$ cat config.mk
export PLATFORM = sky130hd
export DESIGN_NAME = bus_arbiter
export DESIGN_NICKNAME = d
export VERILOG_FILES = /design/src/rtl/bus_arbiter_pkg.sv /design/src/rtl/bus_arbiter_rr_pick.sv /design/src/rtl/bus_arbiter.sv
export SDC_FILE = /design/constraint.sdc
export NUM_CORES = 1
export LEC_CHECK = 0
export ABC_AREA = 1
export CAP_MARGIN = 20
export CORE_UTILIZATION = 19
export DETAILED_ROUTE_END_ITERATION = 8
export PLACE_DENSITY = 0.79
export SYNTH_ARGS = -nofsm -noshare
export SYNTH_HDL_FRONTEND = slang
export SYNTH_SLANG_ARGS = --single-unit
$ cat constraint.sdc
create_clock -name clk -period 1.15 [get_ports clk]
set_input_delay 0.1725 -clock clk [delete_from_list [all_inputs] [get_ports clk]]
set_output_delay 0.1725 -clock clk [all_outputs]
set_load 0.1 [all_outputs]
$ cat src/rtl/bus_arbiter_pkg.sv
// Shared constants and state encoding for the memory bus arbiter.
// Handshake polarity is active-low: ENABLE_ drives a breq_/bgrt_ line low.
package bus_arbiter_pkg;

    localparam logic ENABLE_        = 1'b0;
    localparam logic DISABLE_       = 1'b1;
    localparam int   DATA_WIDTH     = 32;
    localparam int   BUS_ADDR_WIDTH = 32;
    localparam int   WCNT_W         = 4;

    typedef enum logic [1:0] {
        ARB_IDLE   = 2'd0,
        ARB_ACCESS = 2'd1,
        ARB_GRANT  = 2'd2
    } arb_state_e;

endpackage

$ cat src/rtl/bus_arbiter_rr_pick.sv
// Combinational round-robin encoder: returns the first set request at or after ptr,
// scanning upward in index with wrap-around.
module bus_arbiter_rr_pick #(
    parameter int N     = 2,
    parameter int PTR_W = (N > 1) ? $clog2(N) : 1
) (
    input  logic [N-1:0]     req,
    input  logic [PTR_W-1:0] ptr,
    output logic             valid,
    output logic [PTR_W-1:0] idx
);

    logic [PTR_W:0]   sum;
    logic [PTR_W-1:0] cand;

    // Scan the largest offset first so the nearest requester is the last one written.
    always_comb begin
        valid = 1'b0;
        idx   = '0;
        sum   = '0;
        cand  = '0;
        for (int k = N - 1; k >= 0; k--) begin
            sum = {1'b0, ptr} + (PTR_W + 1)'(k);
            if (sum >= (PTR_W + 1)'(N)) begin
                sum = sum - (PTR_W + 1)'(N);
            end
            cand = sum[PTR_W-1:0];
            if (req[cand]) begin
                valid = 1'b1;
                idx   = cand;
            end
        end
    end

endmodule

$ cat src/rtl/bus_arbiter.sv
// Round-robin arbiter sharing one memory bus among NUM_MASTERS active-low breq_/bgrt_
// masters, with optional fixed memory wait states and owner-muxed memory port.
module bus_arbiter
    import bus_arbiter_pkg::*;
#(
    parameter  int NUM_MASTERS = 2,
    parameter  int MEM_WAIT    = 0,
    localparam int PTR_W       = $clog2(NUM_MASTERS)
) (
    input  logic                                 clk,
    input  logic                                 reset_,
    input  logic [NUM_MASTERS-1:0]               m_breq_,
    input  logic [NUM_MASTERS-1:0]               m_memread,
    input  logic [NUM_MASTERS-1:0]               m_memwrite,
    input  logic [NUM_MASTERS*BUS_ADDR_WIDTH-1:0] m_adr,
    input  logic [NUM_MASTERS*DATA_WIDTH-1:0]     m_writedata,
    output logic [NUM_MASTERS-1:0]               m_bgrt_,
    output logic                                 mem_read,
    output logic                                 mem_write,
    output logic [BUS_ADDR_WIDTH-1:0]            mem_adr,
    output logic [DATA_WIDTH-1:0]                mem_writedata,
    output logic [PTR_W-1:0]                     owner,
    output logic                                 busy
);

    arb_state_e        state_q, state_d;
    logic [PTR_W-1:0]  owner_q, owner_d;
    logic [PTR_W-1:0]  rr_ptr_q, rr_ptr_d;
    logic [WCNT_W-1:0] wcnt_q, wcnt_d;

    logic [NUM_MASTERS-1:0] eligible;
    logic [PTR_W-1:0]       pick_ptr;
    logic                   pick_valid;
    logic [PTR_W-1:0]       pick_idx;

    function automatic logic [PTR_W-1:0] ptr_inc(input logic [PTR_W-1:0] p);
        if (p == PTR_W'(NUM_MASTERS - 1)) begin
            return '0;
        end
        return p + 1'b1;
    endfunction

    // In GRANT the retiring owner is masked and the search starts just past it.
    always_comb begin
        eligible = ~m_breq_;
        pick_ptr = rr_ptr_q;
        if (state_q == ARB_GRANT) begin
            eligible[owner_q] = 1'b0;
            pick_ptr          = ptr_inc(owner_q);
        end
    end

    bus_arbiter_rr_pick #(
        .N     (NUM_MASTERS),
        .PTR_W (PTR_W)
    ) u_rr_pick (
        .req   (eligible),
        .ptr   (pick_ptr),
        .valid (pick_valid),
        .idx   (pick_idx)
    );

    always_comb begin
        state_d  = state_q;
        owner_d  = owner_q;
        rr_ptr_d = rr_ptr_q;
        wcnt_d   = wcnt_q;
        case (state_q)
            ARB_IDLE, ARB_GRANT: begin
                if (state_q == ARB_GRANT) begin
                    rr_ptr_d = ptr_inc(owner_q);
                end
                if (pick_valid) begin
                    owner_d = pick_idx;
                    if (MEM_WAIT > 0) begin
                        state_d = ARB_ACCESS;
                        wcnt_d  = WCNT_W'(MEM_WAIT - 1);
                    end else begin
                        state_d = ARB_GRANT;
                    end
                end else begin
                    state_d = ARB_IDLE;
                end
            end
            ARB_ACCESS: begin
                if (m_breq_[owner_q] == DISABLE_) begin
                    state_d = ARB_IDLE;
                end else if (wcnt_q == '0) begin
                    state_d = ARB_GRANT;
                end else begin
                    wcnt_d = wcnt_q - 1'b1;
                end
            end
            default: state_d = ARB_IDLE;
        endcase
    end

    always_ff @(posedge clk or negedge reset_) begin
        if (!reset_) begin
            state_q  <= ARB_IDLE;
            owner_q  <= '0;
            rr_ptr_q <= '0;
            wcnt_q   <= '0;
        end else begin
            state_q  <= state_d;
            owner_q  <= owner_d;
            rr_ptr_q <= rr_ptr_d;
            wcnt_q   <= wcnt_d;
        end
    end

    // Grant and busy decode from flops only; the memory port follows the owner's live strobes.
    always_comb begin
        m_bgrt_       = {NUM_MASTERS{DISABLE_}};
        mem_read      = 1'b0;
        mem_write     = 1'b0;
        mem_adr       = '0;
        mem_writedata = '0;
        if (state_q == ARB_GRANT) begin
            m_bgrt_[owner_q] = ENABLE_;
        end
        if (state_q != ARB_IDLE) begin
            mem_read      = m_memread[owner_q];
            mem_write     = m_memwrite[owner_q];
            mem_adr       = m_adr[int'(owner_q)*BUS_ADDR_WIDTH +: BUS_ADDR_WIDTH];
            mem_writedata = m_writedata[int'(owner_q)*DATA_WIDTH +: DATA_WIDTH];
        end
    end

    assign owner = owner_q;
    assign busy  = (state_q != ARB_IDLE);

endmodule

==> qor.csv <==
metric,value,unit
synth.avg_cell_area,4.83,um^2
io-pin-count,206,
syn2layout_area_growth,343,%
clock-sinks,3,
max_freq,0.607,GHz
cts_tree,built,
yosysWarnings,0,
setup_viol,72,
grt_max_degree,28,
dp_cells,520,
die_x,79.9,um
rsz0062_at_grt,yes,
port-buffer-count,205,
ir_worst_vdd,1770,uV
antenna_found_initial,0,
cts.htree.levels,1,
p_switching,7.80,mW
worst_ep_required_time,0.98,ns
start_util,0.196,
hold_viol,0,
regArea,82.6,um^2
finalClockSkew,0.00537,ns
cts_max_path_buffers,2,
fin_util,0.868,
seqPwrFrac,0.017,
grtUsageTotal,0.239,
fin_crit_sh,1.43,
status,"complete, but fails checks",
violations,negative setup slack,
avgViaCountPerCell,4.88,
syn_nets,375,
place_ws,-0.267,ns
synth_top_area_share,0.456,
intPower,4.76,mW
syn_area,1150,um^2
fill_cells,270,
drc,0,
holdWs,0.140,ns
place_congestion,0.779,
final_nets,588,
die_h,79.9,um
drt_first_pass_iters,5,
min_path_type,in -> async,
yosysSeqAreaShare,0.0651,
drt_iter0_drc,57,
ys_seq_elements,3,
clk_pin_slew,0.04,ns
grt.overflow.total,0,
placed_area,4890,um^2
pwr-share-clk,0.025,
worst_pin_slew,0.191,ns
core_area,5890,um^2
clockRootBuffer,clkbuf_8,
layout-drive-gt1-share,0.450,
fin_cells,526,
maxSlewHeadroom,0.873,
worst_slack,-0.496,ns
post_cts_buffers,0,
cap_violations,0,
p_comb_frac,0.958,
clk_latency,0.22,ns
critPathArrivalTime,1.47,ns
endpoint_kind,output pin,
yosys.area.top_type,nand2_1,
crit_fanout,17,
postRouteAntennaNets,0,
finalMaxSlewViolations,0,
diodes,0,
cts_hold_buf,0,
period_needed,1.65,ns
dp_hpwl,6970,um
swShare,0.621,
grt_pass1_wl,12000,um
p_leak,1.96,nW
cts_inserted_buffers,3,
grt_pass1_vias,2472,
die-area,6390,um^2
rows,28,
syn_inst,239,
stdcell_area,5110,um^2
synth_cell_types,13,
num_vias,2568,
power_density,2460,nW/um^2
routed_wl,9220,um
multi_input_area,1750,um^2
wl_per_cell,17.5,um
netlist_top_cells_area,"nand2_1 (46%), a21oi_1 (24%), a21oi_2 (7.6%), dfrtp_1 (6.5%), buf_6 (5.9%)",
cp-start-kind,flop,
critPathKind,reg -> out,
-- per-layer routing --
layer,vias up,routed length [um],GRT usage,share of wire
met4,0,301,0.0518,0.033
met3,30,769,0.0629,0.083
met1,1201,2920,0.226,0.32
met5,-,0,0,0
met2,150,5220,0.497,0.57
li1,1187,-,-,-
-- power groups by stage --
stage          logic [mW]  registers (mW)  clock network, mW
2_1_floorplan        7.33           0.327                  0
3_3_place_gp         11.5           0.183                  0
3_5_place_dp         11.7           0.188                  0
4_1_cts              11.7           0.188              0.321
5_1_grt              12.3           0.212              0.339
6_report             12.0           0.209              0.318
-- flip-flops by register name, indices dropped and copies added (netlist names) --
register	flops
owner	1
rr_ptr_q	1
state_q	1
-- cells in the mapped netlist --
library cell / count
a21oi_1: 56
a21oi_2: 10
buf_2: 10
buf_4: 3
buf_6: 6
clkbuf_1: 3
clkinv_2: 1
dfrtp_1: 3
inv_1: 4
inv_2: 1
nand2_1: 140
nand3_1: 1
o21ai_0: 1
-- cell usage in the layout (no fill, tap or decap) --
cell and n:
nand2_4 7, buf_12 79, nand2_8 1, dfrtp_4 2
o21ai_1 1, buf_8 3, a21oi_4 66, nand3_1 1
buf_4 9, inv_6 1, nand2_2 27, clkbuf_1 1
nand2_1 105, clkbuf_16 1, clkdlybuf4s50_1 135, clkbuf_8 3
buf_6 3, inv_1 4, clkinv_8 1, dfrtp_1 1
-- stage by stage --
stage	TNS (ns)	total power, mW
after floorplan	-49.32	7.66
after global placement	-14.11	11.7
after detailed placement	-15.81	11.9
after CTS	-31.93	12.2
after global routing	-33.49	12.9
final	-30.97	12.6
-- what timing repair did --
action | 4_1_cts | 5_1_grt
setup endpoints to repair | 72 | 73
pin swaps | 0 | 23
cloned | 0 | 2
resized for setup | 4 | 42
-- area by class of cell --
class / count / area share
flip-flops and latches: 3 / 0.0162
well taps: 75 / 0.0184
multi-input cells: 208 / 0.341
repair buffers: 230 / 0.607
clock buffers: 4 / 0.00881
inverters: 6 / 0.00783
-- critical path, stage by stage, from the launching register on --
cell and delay [ns]:
dfrtp_4 0.52, clkinv_8 0.10, buf_12 0.15, nand2_1 0.12, a21oi_4 0.17, buf_12 0.19
-- path summary, 6_finish.rpt --
check	from	end	slack (ns)	cells past startpoint
worst max-delay path	owner	mem_writedata[16]	-0.50	5
worst min-delay path	reset_	state_q[1]	0.14	1
worst max register to register	owner	owner	-0.10	7
worst min register to register	rr_ptr_q	rr_ptr_q	0.55	2
max in group asynchronous	reset_	owner	0.84	1
min in group clk	rr_ptr_q	rr_ptr_q	0.55	2
-- cells by family after synthesis --
| family | Yosys count | share of synthesized area |
|---|---|---|
| buffers and inverters | 28 | 0.152 |
| DFF | 3 | 0.0651 |
| AOI/OAI and AO/OA | 67 | 0.323 |
| and+or+nand+nor | 141 | 0.460 |
No activity file was read; power rests on OpenSTA's default activity.
